**src/rtl/lsu_pkg.sv**
```systemverilog
// Shared definitions for the load/store unit: access-size encodings and FSM states.
package lsu_pkg;

    localparam logic [1:0] SZ_BYTE = 2'b00;
    localparam logic [1:0] SZ_HALF = 2'b01;
    localparam logic [1:0] SZ_WORD = 2'b10;

    typedef enum logic {
        IDLE  = 1'b0,
        WRITE = 1'b1
    } lsu_state_t;

endpackage

```
**src/rtl/lsu_byte_lane.sv**
```systemverilog
// Combinational lane logic: extracts and extends load data from a memory word,
// and merges store data into a memory word for byte/half read-modify-write.
import lsu_pkg::*;

module lsu_byte_lane (
    input  logic [31:0] rdata,
    input  logic [1:0]  addr_lo,
    input  logic [1:0]  size,
    input  logic        is_signed,
    input  logic [31:0] wdata,
    output logic [31:0] load_data,
    output logic [31:0] merged
);

    logic [7:0]  lane_byte;
    logic [15:0] lane_half;

    // Select the addressed lane (little-endian) and sign/zero extend it
    always_comb begin
        case (addr_lo)
            2'd0:    lane_byte = rdata[7:0];
            2'd1:    lane_byte = rdata[15:8];
            2'd2:    lane_byte = rdata[23:16];
            default: lane_byte = rdata[31:24];
        endcase
        lane_half = addr_lo[1] ? rdata[31:16] : rdata[15:0];
        case (size)
            SZ_BYTE: load_data = {{24{is_signed & lane_byte[7]}}, lane_byte};
            SZ_HALF: load_data = {{16{is_signed & lane_half[15]}}, lane_half};
            default: load_data = rdata;
        endcase
    end

    // Replace the target lanes of the memory word with the low store-data bits
    always_comb begin
        merged = rdata;
        case (size)
            SZ_BYTE: begin
                case (addr_lo)
                    2'd0:    merged[7:0]   = wdata[7:0];
                    2'd1:    merged[15:8]  = wdata[7:0];
                    2'd2:    merged[23:16] = wdata[7:0];
                    default: merged[31:24] = wdata[7:0];
                endcase
            end
            SZ_HALF: begin
                if (addr_lo[1])
                    merged[31:16] = wdata[15:0];
                else
                    merged[15:0] = wdata[15:0];
            end
            default: merged = wdata;
        endcase
    end

endmodule

```
**src/rtl/load_store_unit.sv**
```systemverilog
// Load/store unit: 1-cycle loads, single-cycle word stores, and two-cycle
// read-modify-write for byte/half stores against a word-wide memory.
import lsu_pkg::*;

module load_store_unit #(
    parameter int ADDR_W = 32
) (
    input  logic              clk,
    input  logic              rst,
    input  logic              req_valid,
    input  logic              req_write,
    input  logic [1:0]        req_size,
    input  logic              req_signed,
    input  logic [ADDR_W-1:0] req_addr,
    input  logic [31:0]       req_wdata,
    output logic              stall,
    output logic              rsp_valid,
    output logic [31:0]       rsp_rdata,
    output logic              err,
    output logic              mem_read,
    output logic              mem_write,
    output logic [ADDR_W-1:0] mem_addr,
    output logic [31:0]       mem_wdata,
    input  logic [31:0]       mem_rdata
);

    lsu_state_t        state;
    lsu_state_t        next_state;
    logic [31:0]       held_word;
    logic [ADDR_W-1:0] held_addr;
    logic [ADDR_W-1:0] word_addr;
    logic              misaligned;
    logic              accept;
    logic              load_go;
    logic              store_word_go;
    logic              rmw_go;
    logic              bad_go;
    logic [31:0]       load_data;
    logic [31:0]       merged;

    assign word_addr = {req_addr[ADDR_W-1:2], 2'b00};

    lsu_byte_lane u_lane (
        .rdata     (mem_rdata),
        .addr_lo   (req_addr[1:0]),
        .size      (req_size),
        .is_signed (req_signed),
        .wdata     (req_wdata),
        .load_data (load_data),
        .merged    (merged)
    );

    // Classify the incoming request; only IDLE accepts, never during reset
    always_comb begin
        case (req_size)
            SZ_BYTE: misaligned = 1'b0;
            SZ_HALF: misaligned = req_addr[0];
            SZ_WORD: misaligned = (req_addr[1:0] != 2'b00);
            default: misaligned = 1'b1;
        endcase
        accept        = (state == IDLE) && req_valid && !rst;
        bad_go        = accept && misaligned;
        load_go       = accept && !misaligned && !req_write;
        store_word_go = accept && !misaligned && req_write && (req_size == SZ_WORD);
        rmw_go        = accept && !misaligned && req_write && (req_size != SZ_WORD);
    end

    // State register
    always_ff @(posedge clk) begin
        if (rst)
            state <= IDLE;
        else
            state <= next_state;
    end

    // Next-state logic: RMW stores take one extra WRITE cycle
    always_comb begin
        next_state = state;
        case (state)
            IDLE:    if (rmw_go) next_state = WRITE;
            WRITE:   next_state = IDLE;
            default: next_state = IDLE;
        endcase
    end

    // Memory strobes and stall; reset suppresses everything, including a pending WRITE
    always_comb begin
        stall     = 1'b0;
        mem_read  = 1'b0;
        mem_write = 1'b0;
        mem_addr  = word_addr;
        mem_wdata = '0;
        if (!rst) begin
            case (state)
                IDLE: begin
                    if (load_go) begin
                        mem_read = 1'b1;
                    end else if (store_word_go) begin
                        mem_write = 1'b1;
                        mem_wdata = req_wdata;
                    end else if (rmw_go) begin
                        mem_read = 1'b1;
                        stall    = 1'b1;
                    end
                end
                WRITE: begin
                    mem_write = 1'b1;
                    mem_wdata = held_word;
                    mem_addr  = held_addr;
                end
                default: ;
            endcase
        end
    end

    // Response, error pulse and RMW latches
    always_ff @(posedge clk) begin
        if (rst) begin
            rsp_valid <= 1'b0;
            rsp_rdata <= '0;
            err       <= 1'b0;
            held_word <= '0;
            held_addr <= '0;
        end else begin
            rsp_valid <= load_go;
            err       <= bad_go;
            if (load_go)
                rsp_rdata <= load_data;
            if (rmw_go) begin
                held_word <= merged;
                held_addr <= word_addr;
            end
        end
    end

endmodule
```
**config.mk**
```make
export PLATFORM = sky130hd
export DESIGN_NAME = load_store_unit
export DESIGN_NICKNAME = d
export VERILOG_FILES = /design/src/rtl/lsu_pkg.sv /design/src/rtl/lsu_byte_lane.sv /design/src/rtl/load_store_unit.sv
export SDC_FILE = /design/constraint.sdc
export NUM_CORES = 1
export LEC_CHECK = 0
export CAP_MARGIN = 20
export CORE_ASPECT_RATIO = 1.4
export CORE_MARGIN = 3
export CORE_UTILIZATION = 52
export CTS_CLUSTER_SIZE = 16
export DETAILED_ROUTE_END_ITERATION = 12
export HOLD_SLACK_MARGIN = 0.05
export PLACE_DENSITY_LB_ADDON = 0.25
export SKIP_LAST_GASP = 1
export SYNTH_ARGS = -nofsm -noshare
export SYNTH_HDL_FRONTEND = slang
export SYNTH_HIERARCHICAL = 1
export SYNTH_SLANG_ARGS = --single-unit
```
**constraint.sdc**
```tcl
create_clock -name clk -period 3.5 [get_ports clk]
set_input_delay 0.525 -clock clk [delete_from_list [all_inputs] [get_ports clk]]
set_output_delay 0.525 -clock clk [all_outputs]
set_load 0.01 [all_outputs]
```
# Yosys cells after proc, flatten, opt, wreduce, memory -nomap -nowiden
# Cells that the tools add are included.
# word_totals
inputBits	103
output_inout_bits	101
elab_cells	59
ff_bits	97
# classes
eq_ne	5
mux	30
n_reduce_logical	15
bitwise_logic	3
# op_table
cell	n
$pmux 32 s2	3
$mux 32	5
$mux 16	3
$mux 8	4
$pmux 8 s3	1
$mux 1	11
$logic_and 1x1->1	8
$eq 2x1->1 const B	2
$eq 2x2->1 const B	2
$logic_not 2->1	2
$pmux 1 s2	2
$logic_not 1->1	3
$pmux 1 s3	1
$reduce_or 3->1	1
$and 1x1->1	2
$ne 2x2->1 const B	1
$reduce_bool 2->1	1
$not 1->1	1

# Depth between registers and ports, before layout
# Gate-level depths: netlist (run 1).
# depth
word_depth	11
mapped_depth	7
mapped_depth_nobuf	5

# Modules after synthesis
# The synthesis (run 1) kept the hierarchy.
# by_module_without_submodules
mod	cells_each	area_each_um2	instances	seq_area_each_um2
load_store_unit	505	4944.7	1	1941.9
lsu_byte_lane	250	1913.1	1	0.0

# Worst setup path before layout (run 1)
# OpenSTA, ideal clock, no wires.
# synth_path
path_kind	input-to-output
startpoint	input rst
endpoint	output stall
t_required_ps	2975
n_path_buf	3
arrival_time_ps	1821
slack_ps	1154
path_stages	6
cell_sequence	buf_6 or3b_1 a2111o_1 buf_6 buf_6 inv_1
# synth_via
elab_chain_len	10
elab_cells_between_ends	12
classes_between	mux: 5; reduce/logical: 7
# synth_rtl
item	line	text
start: declaration	load_store_unit.sv:9	input logic rst,
$logic_not 1->1	n/a	
$logic_and 1x1->1	load_store_unit.sv:61	accept = (state == IDLE) && req_valid && !rst;
$logic_and 1x1->1	load_store_unit.sv:63, load_store_unit.sv:64, load_store_unit.sv:65	
$logic_and 1x1->1	load_store_unit.sv:64, load_store_unit.sv:65	
$logic_and 1x1->1	load_store_unit.sv:65	rmw_go = accept && !misaligned && req_write && (req_size != SZ_WORD);
$mux 1	load_store_unit.sv:101	end else if (rmw_go) begin
$mux 1	load_store_unit.sv:98	end else if (store_word_go) begin
$mux 1	load_store_unit.sv:96	if (load_go) begin
$mux 1	load_store_unit.sv:94	case (state)
$mux 1 (*)	load_store_unit.sv:93	if (!rst) begin
end: declaration	load_store_unit.sv:16	output logic stall,
# Every way passes the cells marked *; elsewhere a longest branch is shown, timed or not.

# Worst setup path in the final report (run 1)
# layout_path
startpoint	input req_valid
endpoint	output stall
# layout_via
elab_chain_len	10
elab_cells_between_ends	12
classes_between	mux: 5; reduce/logical: 7
# layout_rtl
item	line	text
start: declaration	load_store_unit.sv:10	input logic req_valid,
$logic_and 1x1->1 (*) (2 in a row)	load_store_unit.sv:61	
$logic_and 1x1->1 (*)	load_store_unit.sv:63, load_store_unit.sv:64, load_store_unit.sv:65	
$logic_and 1x1->1	load_store_unit.sv:64, load_store_unit.sv:65	
$logic_and 1x1->1	load_store_unit.sv:65	
$mux 1	load_store_unit.sv:101	
$mux 1	load_store_unit.sv:98	
$mux 1 (*)	load_store_unit.sv:96	
$mux 1 (*)	load_store_unit.sv:94	
$mux 1 (*)	load_store_unit.sv:93	
# Marked as above.

==> run summary, run 1 <==
DR vias - 6277
Area Growth Syn to Fin - 32.53%
Avg WL per Cell - 19.76 um
Main synth FF type - dfxtp_1
worst flop-to-flop path startpoint - state
IO buf count - 201
ranking of synthesized cells by area - dfxtp_1, mux2_4, nor2b_1
crit start category - primary input
H-tree levels - 3
Max Freq - 0.3152 GHz
# hold bufs at CTS - 0
Post-CTS Setup Bufs - 0
CTS tree - built
final worst path period share - 90.64%
switch share - 26.89%
GR Util All Layers - 28.48%
HPWL reported at the end of detailed placement - 15410 um
clk sinks - 97
die area - 0.01462 mm^2
Longest Clk Path Bufs - 2
most used cell, CP - clkdlybuf4s50_1
ant diodes - 0
GPL Wtd Cong - 0.9192
max cap viols - 0
Netlist cell types - 39
P_sw - 0.0007536 W
Hold WC Path Type - reg -> reg
# DRC - 0
die height - 141.9 um
Synth area leader - dfxtp_1
routed vias/inst - 5.855
Comb pwr share - 23.9%
HP Start - held_word[26]
first-pass GRT wire length - 32780 um
Final nets - 1018
final wirelength - 21180 um
post-synthesis register bit count - 97
worst rel slew slack - 24.22%
run status - finished, final reports clean
Die Width - 103.1 um
yosys warns - 6
synthesized area per cell - 9.083 um^2
P_leak - 3.877 nW
layout cells sized above 1 - 16.21%
CP max stage cell - clkdlybuf4s50_1
CP cell instances - clkdlybuf4s50_1 > or3b_1 > a2111o_2 > inv_1 > clkdlybuf4s50_1
synth cell count leaders - nor2b_1, nand2_1, dfxtp_1
Final min period - 3.172 ns
Synth Cell Area - 0.006858 mm^2
hold_ws - 0.4771 ns
CTS Buf Count - 9
CTS clk-pin slew, worst paths - 0.06 ns
Ports - 204
WP data arrival - 2.65 ns
Max FO, Critical Path - 3
area share of the largest cell type after synthesis - 28.32%
Cells after Synth - 755
top-count cell post-synth - nor2b_1
power share of the sequential group - 41.4%
initial antenna violation count - 0
Clock Skew - 0.005970 ns
Slew @ Worst Pin - 1.137 ns
RSZ-0062 raised after global routing - no
clk_lat worst skew - 0.34 ns
Initial Util - 53.27%
beginning of the critical path - req_valid
initial drt markers - 413
CP max stage delay - 0.57 ns
CORE AREA - 0.01287 mm^2
root buffer cell - clkbuf_16
clock share of power - 34.6%
Peak VDD IR - 0.3079 mV
Overflow after GRT - 0
WP data required - 2.97 ns
Pwr Density - 308.3 mW/mm^2
Final Hold Violating Endpoints - 0
vias in the first global route - 6271
final setup vio count - 0
Slew Viols, Final - 0
FP Rows - 49
Pint - 0.002049 W
pin count of the biggest net entering global routing - 67
CP Class - in -> out
total negative setup slack - 0 ns
Detailed Routing Iterations Pass 1 - 5
EDFF count, synth - 0
register area share after synthesis - 28.32%
antenna-violating nets left - 0
FFs w/ async S/R, synth - 0%
CP endpoint kind - primary output
post-CTS sizing - 0
## metrics by stage
step                      setup slack (ns)  utilization [%]  instances  area [um^2]  power, W
final                               0.3276            70.59       1072         9089  0.002802
after global routing                0.2813            70.59       1072         9089  0.002914
after CTS                           0.3350            70.59       1072         9089  0.002818
after detailed placement            0.3477            68.38       1057         8803  0.001847
after global placement              0.3804            68.38       1057         8803  0.001831
after floorplan                      1.154                -        756         6862  0.001543
## power groups by stage
stage,clock [W],sequential (W),combinational [W]
floorplan,0,0.00119,0.000354
global placement,0,0.00118,0.000646
detailed placement,0,0.00119,0.000661
CTS,0.000991,0.00116,0.000665
global route,0.00104,0.00117,0.000713
finish,0.000970,0.00116,0.000671
## worst paths after layout
check                   to  slack (ns)  cells past startpoint
max                  stall        0.33                      5
min          held_word[26]        0.48                      2
max reg2reg  held_word[23]        0.92                      4
min reg2reg  held_word[26]        0.48                      2
## cell usage in the layout, fill, tap and decap left out, types with 2 or more instances in the layout
cell type        synthesis  final
clkdlybuf4s50_1          0    198
nor2b_1                126    125
nand2_1                122    122
dfxtp_1                 97     97
mux2i_1                 61     61
mux2_4                  59     59
mux2_2                  42     42
a21oi_1                 29     29
o22ai_1                 23     23
o221ai_1                17     17
o21ai_0                 15     15
inv_1                   13     13
buf_4                    7     13
o211ai_1                10     10
and3b_1                  9      9
nor2_1                   9      9
clkbuf_16                0      9
nand2b_1                 9      8
a221o_1                  8      8
mux4_2                   7      7
a211oi_1                 7      7
and2_1                   7      7
nor3_1                   2      2
conb_1                   1      2
clkinv_2                 0      2
buf_2                    8      2
buf_12                   0      2
or2_2                    2      2
a21o_1                   2      2
## state kept, by name (all words and copies together) (netlist names)
register	count
err	1
state	1
held_addr	30
rsp_rdata	32
rsp_valid	1
held_word	32
## cell type report
class	instances	area [um^2]
fillers	996	3786
multi-input cells	579	4492
repair buffers	215	2130
clock buffers	10	229.0
flip-flops and latches	97	1942
well taps	153	191.4
inverters	13	48.80
clock inverters	5	56.30
## kinds of logic after synthesis
kind of cell	after synthesis	synth area share (%)
and+or+nand+nor	291	22.33
muxes	169	31.02
AOI/OAI and AO/OA	117	11.95
buffers and inverters	80	6.331
DFF	97	28.32
other	1	0.05468
## per-layer routing
layer	GRT usage [%]	up-vias	wire [um]
met2	47.72	313	10320
met3	5.411	54	1657
met4	13.37	0	830
met5	0	-	0
li1	-	2942	-
met1	34.57	2968	8369
## critical path, delay by kind of cell
kind                   cells  cell delay, ns
AOI/OAI and AO/OA          1            0.49
buffers and inverters      3            1.24
and+or+nand+nor            1            0.39
Note: power is estimated with default switching activity, not from simulation.
==> run 2, diff against run 1 <==
--- a/config.mk
+++ b/config.mk
@@ -5,10 +5,11 @@
 export SDC_FILE = /design/constraint.sdc
 export NUM_CORES = 1
 export LEC_CHECK = 0
+export ABC_AREA = 1
 export CAP_MARGIN = 20
 export CORE_ASPECT_RATIO = 1.4
 export CORE_MARGIN = 3
-export CORE_UTILIZATION = 52
+export CORE_UTILIZATION = 53
 export CTS_CLUSTER_SIZE = 16
 export DETAILED_ROUTE_END_ITERATION = 12
 export HOLD_SLACK_MARGIN = 0.05
==> run 2 against run 1 <==
Via count is 26% higher. Total power is 4.4% higher. First-iteration DRC count is 63% higher. Maximum frequency is 1.4% higher. Global-route usage is 1.7 points higher. Count of clock-buffer cells in the layout is 1 lower. Sequential power hardly changed. Register-to-register slack better by 0.70 ns. Worst hold slack better by 0.0046 ns. Clock skew is 0.0017 ns higher. Flip-flop and latch count stayed put. Sequential share of layout area is 0.50 points lower. Largest power group unchanged. Highest routed layer unchanged.
==> run summary, run 2 <==
run status - finished, final reports clean
CTS Buf Count - 9
Peak VDD IR - 0.2672 mV
GR Util All Layers - 30.21%
XOR/XNOR share of the synthesized area - 0%
Slew @ Worst Pin - 0.9224 ns
Max FO, Critical Path - 26
die area - 0.01480 mm^2
clk sinks - 97
synth cell count leaders - nand2_1, inv_1, nor2_1
FFs w/ async S/R, synth - 0%
Longest Clk Path Bufs - 2
Area Growth Syn to Fin - 31.57%
largest family of logic cells by synthesized area - simple AND/OR/NAND/NOR gates
antenna-violating nets left - 0
DR vias - 7898
Hold WC Path Type - reg -> reg
Main synth FF type - dfxtp_1
Die Width - 103.7 um
post-synthesis register bit count - 97
first-pass GRT wire length - 36610 um
routed vias/inst - 5.189
Synth Area in Simple Gates - 39.45%
Synth Cell Area - 0.007079 mm^2
Clock Skew - 0.007718 ns
max cap viols - 0
Post-CTS Setup Bufs - 0
Avg WL per Cell - 15.14 um
WP data required - 2.97 ns
CP Class - in -> out
Final Hold Violating Endpoints - 0
final wirelength - 23040 um
Pwr Density - 314.2 mW/mm^2
largest registers - held_word: 32 flops, rsp_rdata: 32 flops, held_addr: 30 flops
P_leak - 4.447 nW
Netlist cell types - 32
CTS clk-pin slew, worst paths - 0.06 ns
Synth Area in Adders - 0%
Initial Util - 54.72%
yosys warns - 6
ant diodes - 0
register area share after synthesis - 27.43%
pin count of the biggest net entering global routing - 95
area share of the largest cell type after synthesis - 27.43%
Overflow after GRT - 0
Cells after Synth - 1194
GPL Wtd Cong - 0.9989
mux cell area share after synthesis - 3.676%
final worst path period share - 89.36%
Ports - 204
Synth Area in Compound Gates - 11.28%
EDFF count, synth - 0
Final nets - 1443
post-CTS sizing - 0
clk_lat worst skew - 0.35 ns
crit start category - primary input
initial drt markers - 675
synthesized area per cell - 5.929 um^2
Slew Viols, Final - 0
most common cell after layout, fill and taps aside - nand2_1
CTS tree - built
# hold bufs at CTS - 0
root buffer cell - clkbuf_16
CP endpoint kind - primary output
vias in the first global route - 7352
most frequent cells in the layout - nand2_1, inv_1, clkdlybuf4s50_1
H-tree levels - 3
Final min period - 3.128 ns
Max Freq - 0.3197 GHz
initial antenna violation count - 0
die height - 142.8 um
top-count cell post-synth - nand2_1
CORE AREA - 0.01294 mm^2
IO buf count - 201
Synth area leader - dfxtp_1
layout cells sized above 1 - 6.250%
ranking of synthesized cells by area - dfxtp_1, nand2_1, inv_1
worst rel slew slack - 38.51%
HPWL reported at the end of detailed placement - 16620 um
FP Rows - 49
# DRC - 0
Detailed Routing Iterations Pass 1 - 7
WP data arrival - 2.60 ns
total negative setup slack - 0 ns
hold_ws - 0.4817 ns
final setup vio count - 0
RSZ-0062 raised after global routing - no
[run 2: cell types whose count changed after synthesis, sizes merged, moves of 79 or more]
cell   before  now
nand2     123  285
nor2b     126    0
o21ai      16   95
inv        13  224
mux2      101    0
nor2        9  192
[run 2: layout make-up]
class                      count  area [um^2]
clock buffer                   9        225.2
clock inverter                 6        90.09
fill                        1143         3622
inverter                     225        847.1
multi-input combinational    792         3861
sequential                    97         1943
tap                          178        222.7
timing repair buffer         215         2125
[run 2: through the flow]
step | util, % | instance area [um^2] | setup WS (ns) | instances | power [W]
6_report | 72.00 | 9314 | 0.3723 | 1522 | 0.002926
5_1_grt | 72.00 | 9314 | 0.1673 | 1522 | 0.003062
4_1_cts | 72.00 | 9314 | 0.3632 | 1522 | 0.002939
3_5_place_dp | 69.56 | 8999 | 0.3693 | 1507 | 0.001878
3_3_place_gp | 69.56 | 8999 | 0.4495 | 1507 | 0.001872
2_1_floorplan | - | 7083 | 1.391 | 1195 | 0.001569
[run 2: routing by layer]
metal	part of all wire [%]	global-route usage, %
met3	7.5	5.382
met4	3.9	12.54
met5	0	0
met2	50	55.69
met1	38	34.57
[run 2: path summary, 6_finish.rpt]
kind / from / endpoint / slack (ns) / cells after the start
min: rsp_rdata[10] / rsp_rdata[10] / 0.48 / 2
max reg2reg: state / held_addr[29] / 1.62 / 8
min reg2reg: rsp_rdata[10] / rsp_rdata[10] / 0.48 / 2
max: req_size[1] / mem_wdata[16] / 0.37 / 9
[run 2: report_power, final]
part,total [W],switching [W],internal (W)
combinational,0.000713,0.000406,0.000307
clock,0.00106,0.000437,0.000626
sequential,0.00115,0.0000136,0.00114
total,0.00293,0.000856,0.00207
[run 2: critical path, stage by stage]
cell and delay, ns:
clkdlybuf4s50_1 0.48, o21ai_0 0.19, nand2_1 0.14, nor2_8 0.14
nand3_4 0.12, nand2_2 0.10, inv_2 0.18, nor2_1 0.17
clkdlybuf4s50_1 0.55
[run 2: cells by family after synthesis]
family                 after synthesis
AND/OR/NAND/NOR                    615
buffers and inverters              306
AO/OA/AOI/OAI                      149
flip-flops                          97
multiplexers                        26
other                                1
==> run 3, diff against run 2 <==
--- a/config.mk
+++ b/config.mk
@@ -14,6 +14,7 @@
 export DETAILED_ROUTE_END_ITERATION = 12
 export HOLD_SLACK_MARGIN = 0.05
 export PLACE_DENSITY_LB_ADDON = 0.25
+export SKIP_CTS_REPAIR_TIMING = 1
 export SKIP_LAST_GASP = 1
 export SYNTH_ARGS = -nofsm -noshare
 export SYNTH_HDL_FRONTEND = slang
==> results of run 3 <==
Same layout as run 2: the final DEF is identical, and so are final timing and power.
